**src/rtl/spike_rate_decoder.sv**
```systemverilog
// spike_rate_decoder: output stage of the SNN.
// Counts output-layer spikes per neuron over NUM_STEPS timesteps, then picks
// the winning class with a sequential argmax (ties go to the lowest index).
// The result is offered downstream through a valid/ready handshake.
//
// Ports
//   clk        clock, all state on rising edge
//   rst_n      asynchronous active-low reset
//   start      begin a new inference (honoured only when idle)
//   busy       high while accumulating, scanning or holding a result
//   spk_valid  spk_in carries one timestep of spikes
//   spk_ready  high only while accumulating
//   spk_in     NUM_OUT lanes of ACC_BITS, lane i = spk_in[i*ACC_BITS +: ACC_BITS]
//   cls_valid  class result valid
//   cls_ready  downstream accepts the result
//   cls_id     winning class index
//   cls_count  spike count of the winning class
module spike_rate_decoder #(
    parameter int unsigned ACC_BITS  = 8,
    parameter int unsigned NUM_OUT   = 3,
    parameter int unsigned NUM_STEPS = 25,
    parameter int unsigned CNT_BITS  = 5,
    parameter int unsigned CLS_BITS  = 2
) (
    input  logic                        clk,
    input  logic                        rst_n,
    input  logic                        start,
    output logic                        busy,
    input  logic                        spk_valid,
    output logic                        spk_ready,
    input  logic [NUM_OUT*ACC_BITS-1:0] spk_in,
    output logic                        cls_valid,
    input  logic                        cls_ready,
    output logic [CLS_BITS-1:0]         cls_id,
    output logic [CNT_BITS-1:0]         cls_count
);

    localparam logic [CNT_BITS-1:0] CNT_MAX   = '1;
    localparam logic [CNT_BITS-1:0] LAST_STEP = CNT_BITS'(NUM_STEPS - 1);
    localparam logic [CLS_BITS-1:0] LAST_IDX  = CLS_BITS'(NUM_OUT - 1);

    typedef enum logic [1:0] {
        S_IDLE,
        S_ACCUM,
        S_ARGMAX,
        S_DONE
    } state_e;

    state_e              state_q;
    logic [CNT_BITS-1:0] cnt_q [NUM_OUT];
    logic [CNT_BITS-1:0] cnt_d [NUM_OUT];
    logic [CNT_BITS-1:0] step_q;
    logic [CLS_BITS-1:0] scan_q;
    logic [CLS_BITS-1:0] best_idx_q;
    logic [CNT_BITS-1:0] best_cnt_q;
    logic                busy_q;
    logic                spk_ready_q;
    logic                cls_valid_q;

    // Saturating per-lane increment for the current beat; used only on accept.
    always_comb begin
        for (int i = 0; i < NUM_OUT; i++) begin
            cnt_d[i] = cnt_q[i];
            if ((spk_in[i*ACC_BITS +: ACC_BITS] != '0) && (cnt_q[i] != CNT_MAX)) begin
                cnt_d[i] = cnt_q[i] + CNT_BITS'(1);
            end
        end
    end

    // Control FSM with datapath; handshake outputs are registered alongside the state.
    always_ff @(posedge clk or negedge rst_n) begin
        if (!rst_n) begin
            state_q     <= S_IDLE;
            for (int i = 0; i < NUM_OUT; i++) begin
                cnt_q[i] <= '0;
            end
            step_q      <= '0;
            scan_q      <= '0;
            best_idx_q  <= '0;
            best_cnt_q  <= '0;
            busy_q      <= 1'b0;
            spk_ready_q <= 1'b0;
            cls_valid_q <= 1'b0;
        end else begin
            case (state_q)
                S_IDLE: begin
                    if (start) begin
                        for (int i = 0; i < NUM_OUT; i++) begin
                            cnt_q[i] <= '0;
                        end
                        step_q      <= '0;
                        busy_q      <= 1'b1;
                        spk_ready_q <= 1'b1;
                        state_q     <= S_ACCUM;
                    end
                end
                S_ACCUM: begin
                    if (spk_valid && spk_ready_q) begin
                        cnt_q  <= cnt_d;
                        step_q <= step_q + CNT_BITS'(1);
                        if (step_q == LAST_STEP) begin
                            spk_ready_q <= 1'b0;
                            scan_q      <= '0;
                            state_q     <= S_ARGMAX;
                        end
                    end
                end
                S_ARGMAX: begin
                    // Strict compare keeps the lowest index on ties.
                    if ((scan_q == '0) || (cnt_q[scan_q] > best_cnt_q)) begin
                        best_idx_q <= scan_q;
                        best_cnt_q <= cnt_q[scan_q];
                    end
                    if (scan_q == LAST_IDX) begin
                        cls_valid_q <= 1'b1;
                        state_q     <= S_DONE;
                    end else begin
                        scan_q <= scan_q + CLS_BITS'(1);
                    end
                end
                S_DONE: begin
                    if (cls_ready) begin
                        cls_valid_q <= 1'b0;
                        busy_q      <= 1'b0;
                        state_q     <= S_IDLE;
                    end
                end
                default: begin
                    state_q <= S_IDLE;
                end
            endcase
        end
    end

    assign busy      = busy_q;
    assign spk_ready = spk_ready_q;
    assign cls_valid = cls_valid_q;
    assign cls_id    = best_idx_q;
    assign cls_count = best_cnt_q;

endmodule

```
**config.mk**
```make
export PLATFORM = sky130hd
export DESIGN_NAME = spike_rate_decoder
export DESIGN_NICKNAME = d
export VERILOG_FILES = /design/src/rtl/spike_rate_decoder.sv
export SDC_FILE = /design/constraint.sdc
export NUM_CORES = 1
export LEC_CHECK = 0
export BUFFER_PORTS_ARGS = -buffer_cell sky130_fd_sc_hd__buf_2
export CORE_ASPECT_RATIO = 1.4
export CORE_UTILIZATION = 45
export DETAILED_ROUTE_END_ITERATION = 12
export PLACE_DENSITY = 0.77
export SLEW_MARGIN = 15
export SYNTH_ARGS = -nofsm -noshare
export SYNTH_HDL_FRONTEND = slang
export SYNTH_SLANG_ARGS = --single-unit
```
**constraint.sdc**
```tcl
create_clock -name clk -period 4.5 [get_ports clk]
set_clock_uncertainty 0.2 [all_clocks]
set_input_delay 0.45 -clock clk [delete_from_list [all_inputs] [get_ports clk]]
set_output_delay 0.45 -clock clk [all_outputs]
set_load 0.01 [all_outputs]
```
==> flow_summary.toml, run 1 <==
[run_status]
outcome = "finished clean"

[cells_and_area]
nets = 308
area_delta_synth_final_pct = 14.2
drive_above_1_share = 0.234
fin_util = 0.542
num_antenna_cells = 0

[critical_path]
cp_top_family = "multiplexers"
cp_max_fo = 9
critPathKind = "reg -> reg"
critical-path-max-stage-delay_ns = 0.58
critPathBufInv = 0
cp_slowest_cell = "dfrtp_1"
endpoint_kind = "register"
worst_setup_path_start_kind = "register"
required_ns = 4.48
path_cells = "mux2i_1, o21ai_0, ha_1, nand4_2, o311ai_4, mux2_2"
r2r_slack_ns = 1.85
cp.arrival_ns = 2.63

[logic_synthesis]
synth_top_area_cell = "dfrtp_1"
synth_edf_count = 0
seq_area_frac_synth = 0.389
synth_ff_type = "dfrtp_1"
synth_nets = 270
syn-cell-area_sq_um = 2190
synth_cell_types = 41
syn_inst = 222
synth.top_cell.area_share = 0.389
ys_ff_latch = 34
synthTopCellsByCount = "nand2_1, dfrtp_1, mux2i_1"
yosysMostFrequentCell = "nand2_1"
yosys-top-cells-area = "dfrtp_1, ha_1, mux2i_1"
yosys_warnings = 0
avgSynthCellArea_sq_um = 9.85
synthArstFlopShare = 1.00

[place]
place.gp.congestion = 0.808
dp_hpwl_mm = 3.11
portBuffers = 38

[timing]
slew_violations = 0
setup_violations = 0
hold_viol = 0
setup_tns_ns = 0
worstMarginPinSlew_ns = 0.768
period_share = 0.590
fmax_mhz = 377
max_slew_margin = 0.488
rsz0062_at_grt = "no"
period_minus_slack_ns = 2.65

[route]
wl_met3_microns = 116
ant_nets = 0
highest_layer = "met4"
met2_length_mm = 2.26
via_per_inst = 5.24
drt-initial-drc-count = 65
drc_errors = 0
wl_per_cell_microns = 13.5
wl_met1_mm = 1.88
vias = 1692
drt_first_pass_iters = 4
wirelength_mm = 4.36

[clock_tree]
postCtsResizedCells = 0
cts.sinks = 34
tritoncts = "done"
post_cts.repair.setup_buffers = 0
cts_buffers = 5
cts_hold_buf = 0
clk_latency_ns = 0.29
htreeDepth = 2
clockRootBuffer = "clkbuf_8"
clk_pin_slew_ns = 0.07
clock_path_buffers = 2

[run]
maxCapViolations = 0

[global_route]
grt_pass1_wl_mm = 7.27
grt_pass1_vias = 1672
track_usage = 0.192
grt_max_degree = 35
grt-ovfl-total = 0
antenna_found_initial = 0

[power_and_ir_drop]
p_seq_frac = 0.543
combPwrFrac = 0.036
p_int_uw = 438
p_switching_uw = 124
leakage_uw = 0.00139
peakVddDrop_mv = 0.170
p_sw_frac = 0.220
pwr-share-clk = 0.421
p_per_area_nw_per_um2 = 225
p_total_uw = 562

[floorplanning]
die_h_microns = 84.5
dieArea_sq_um = 5140
ioPinCount = 39
initial_core_util = 0.474
core_sq_um = 4610
fp.dieW_microns = 60.9
rows = 29

[min_path]
hold_class = "in -> async"
-- flip-flops by register name, indices dropped and copies added, names as in the netlist --
signal,flops
cnt_q,15
cls_count,5
step_q,5
cls_id,2
scan_q,2
state_q,2
busy,1
cls_valid,1
spk_ready,1
-- power groups by stage --
stage          clock network, uW  logic, uW  registers (uW)
6_report                     237       20.0             305
5_1_grt                      252       23.6             305
4_1_cts                      242       20.7             305
3_5_place_dp                   0       20.6             311
3_3_place_gp                   0       20.3             311
2_1_floorplan                  0       1.71             311
-- per-stage QoR --
stage	setup WS [ns]	area (sq um)	hold WS [ns]	instances
2_1_floorplan	2.09	2190	-0.0456	222
3_3_place_gp	1.88	2400	0.285	315
3_5_place_dp	1.83	2400	0.288	315
4_1_cts	1.82	2500	0.0553	323
5_1_grt	1.65	2500	0.107	323
6_report	1.85	2500	0.0287	323
-- path summary, 6_finish.rpt --
kind                       startpoint   endpoint  depth (start not counted)
max reg2reg                 scan_q[0]  cls_id[1]                          6
max                         scan_q[0]  cls_id[1]                          6
max in group asynchronous       rst_n   cnt_q[3]                          1
min                             rst_n  cls_valid                          1
min in group clk            cls_ready       busy                          3
min reg2reg                 cls_id[0]  cls_id[0]                          1
-- area by class of cell --
class / count / area, sq um
clock buffers: 7 / 86.3
clock inverters: 1 / 5.00
fillers: 434 / 2110
inverters: 15 / 56.3
multi-input cells: 166 / 1230
flip-flops and latches: 34 / 851
well taps: 62 / 77.6
repair buffers: 38 / 190
-- cells by family (layout without fill, tap and decap cells) --
group                      Yosys count  after routing  share of synthesized area
AOI/OAI and AO/OA                   27             27                     0.0950
xor gates and xnor gates             3              3                     0.0120
adders and majority gates           19             19                      0.109
buffers and inverters               22             61                     0.0481
DFF                                 34             34                      0.389
muxes                               31             31                      0.148
and+or+nand+nor                     86             86                      0.199
-- worst register-to-register path: stages, from the launching register on --
cell	delay (ns)
dfrtp_1	0.58
mux2i_1	0.28
o21ai_0	0.15
ha_1	0.34
nand4_2	0.15
o311ai_4	0.45
mux2_2	0.39
-- layer usage --
metal | track usage | up-vias
met5 | 0 | -
met4 | 0.101 | 0
met3 | 0.0416 | 6
met2 | 0.313 | 26
met1 | 0.228 | 808
li1 | - | 852
-- layout by cell type (no fill, tap or decap), types with 2 or more instances in the layout --
master	Yosys	layout
nor4_1	6	6
a22o_1	2	2
o21ai_0	6	6
nor2_1	9	9
nand2_1	35	35
and3_1	6	6
inv_1	15	15
dfrtp_1	34	34
nor2b_1	2	2
mux2_2	7	7
buf_2	1	38
xnor2_1	3	3
nand2b_1	9	9
nand3_1	10	10
a311o_1	2	2
ha_1	19	19
clkbuf_8	0	6
mux2i_1	23	23
a21oi_1	8	8
Power figures use the tool's default switching activity.
==> run 2, diff against run 1 <==
--- a/config.mk
+++ b/config.mk
@@ -9,7 +9,7 @@
 export CORE_ASPECT_RATIO = 1.4
 export CORE_UTILIZATION = 45
 export DETAILED_ROUTE_END_ITERATION = 12
-export PLACE_DENSITY = 0.77
+export PLACE_DENSITY = 0.79
 export SLEW_MARGIN = 15
 export SYNTH_ARGS = -nofsm -noshare
 export SYNTH_HDL_FRONTEND = slang
==> constraint.sdc (replaced) <==
create_clock -name clk -period 2.19 [get_ports clk]
set_clock_uncertainty 0.2 [all_clocks]
set_input_delay 0.219 -clock clk [delete_from_list [all_inputs] [get_ports clk]]
set_output_delay 0.219 -clock clk [all_outputs]
set_load 0.01 [all_outputs]
==> flow_summary.toml, run 2 (same netlist as run 1, synthesis figures left out) <==
[cells_and_area]
area_delta_synth_final_pct = 25.1
nets = 335
fillers = 413
regMostFlops = "cnt_q"
layout_common_cells = "buf_2, nand2_1, dfrtp_1, buf_4, mux2i_1"
largest_reg_flops = 15
fin_util = 0.593
drive_above_1_share = 0.310
num_antenna_cells = 0
final_common_cell = "buf_2"

[place]
dp_hpwl_mm = 3.40
portBuffers = 38
place.gp.congestion = 0.811

[critical_path]
cp.arrival_ns = 2.50
reg2reg_depth = 8
endpoint_kind = "register"
critical-path-max-stage-delay_ns = 0.48
critPathKind = "reg -> reg"
worst_setup_path_start_kind = "register"
cp_max_fo = 7
reg2reg_to = "cls_count[3]"
reg2reg_from = "scan_q[0]"
cp_slowest_cell = "dfrtp_2"
required_ns = 2.16
path_cells = "mux2i_1, o21ai_0, ha_1, a21oi_1, o221ai_2, o311ai_4, buf_6, mux2_2"
r2r_slack_ns = -0.34

[floorplanning]
core_sq_um = 4610
initial_core_util = 0.474
rows = 29
ioPinCount = 39
fp.dieW_microns = 60.9
dieArea_sq_um = 5140
die_h_microns = 84.5

[route]
drc_errors = 0
drt-initial-drc-count = 61
via_per_inst = 5.20
drt_first_pass_iters = 4
wl_per_cell_microns = 13.0
wirelength_mm = 4.55
vias = 1816
ant_nets = 0

[timing]
fmax_mhz = 395
setup_ws_ns = -0.341
worstMarginPinSlew_ns = 0.782
hold_viol = 0
setup_violations = 7
setup_tns_ns = -2.16
slew_violations = 0
max_slew_margin = 0.479
rsz0062_at_grt = "yes"
period_minus_slack_ns = 2.53
period_share = 1.16

[clock_tree]
htreeDepth = 2
tritoncts = "done"
clk_latency_ns = 0.29
clock_path_buffers = 2
cts_buffers = 5
clockRootBuffer = "clkbuf_8"
cts.sinks = 34
clk_pin_slew_ns = 0.07

[global_route]
antenna_found_initial = 0
track_usage = 0.201
grt_max_degree = 35
grt_pass1_wl_mm = 7.73
grt-ovfl-total = 0
grt_pass1_vias = 1817

[power_and_ir_drop]
leakage_uw = 0.00153
peakVddDrop_mv = 0.298
p_per_area_nw_per_um2 = 408

[run_status]
violations = "negative setup slack"
outcome = "finished with violations"

[min_path]
min_path_cells = 3
hp-start = "cls_ready"
hold_class = "in -> reg"
hold_path_end = "busy"

[run]
maxCapViolations = 0
run 2: per-layer routing:
metal	vias to the layer above	part of all wire	GRT usage
li1	903	-	-
met1	876	0.40	0.220
met3	6	0.026	0.0370
met4	0	0.019	0.0950
met2	31	0.55	0.359
met5	-	0	0
run 2: layout make-up:
class                   count  area (sq um)  share of cell area
inverters                  15          56.3              0.0206
clock buffers               7          76.3              0.0279
flip-flops and latches     34           852               0.312
multi-input cells         166          1270               0.465
repair buffers             65           399               0.146
well taps                  62          77.6              0.0284
run 2: power breakdown:
part | total, uW | internal [uW] | switching [uW]
combinational | 43.4 | 20.8 | 22.7
sequential | 628 | 628 | 0
clock | 443 | 219 | 224
run 2: per-stage QoR:
step | std cells | worst slack, ns | cell area, sq um | hold WS [ns] | total power [uW]
after floorplan | 222 | -0.132 | 2210 | -0.277 | 643
after global placement | 339 | -0.276 | 2600 | 0.134 | 681
after detailed placement | 339 | -0.358 | 2600 | 0.146 | 683
after CTS | 348 | -0.283 | 2710 | 0.0618 | 1120
after global routing | 349 | -0.412 | 2730 | 0.0859 | 1150
final | 349 | -0.341 | 2730 | 0.0632 | 1110
run 2: repair_timing:
item | 4_1_cts | 5_1_grt
pin swaps | 3 | 1
endpoints found under the setup margin | 11 | 10
endpoints found under the hold margin | 34 | 0
hold buffers | 1 | 0
resized for setup | 3 | 3
setup buffers | 1 | 1
run 2: worst max path at each step:
stage                          from            to  slack (ns)  cells past startpoint
after floorplan           scan_q[1]  cls_count[1]       -0.13                      8
after global placement    scan_q[0]  cls_count[3]       -0.28                      6
after detailed placement  scan_q[0]  cls_count[3]       -0.36                      6
after CTS                 scan_q[0]  cls_count[3]       -0.28                      7
after global routing      scan_q[0]  cls_count[3]       -0.41                      8
final                     scan_q[0]  cls_count[3]       -0.34                      8
run 2: critical path: cells and delay by family, from the launching register on:
| kind | cells | cell delay [ns] |
|---|---|---|
| flip-flops | 1 | 0.48 |
| adder cells (fa/ha/maj) | 1 | 0.34 |
| buffers and inverters | 1 | 0.17 |
| AO/OA/AOI/OAI | 4 | 0.73 |
| multiplexers | 2 | 0.48 |
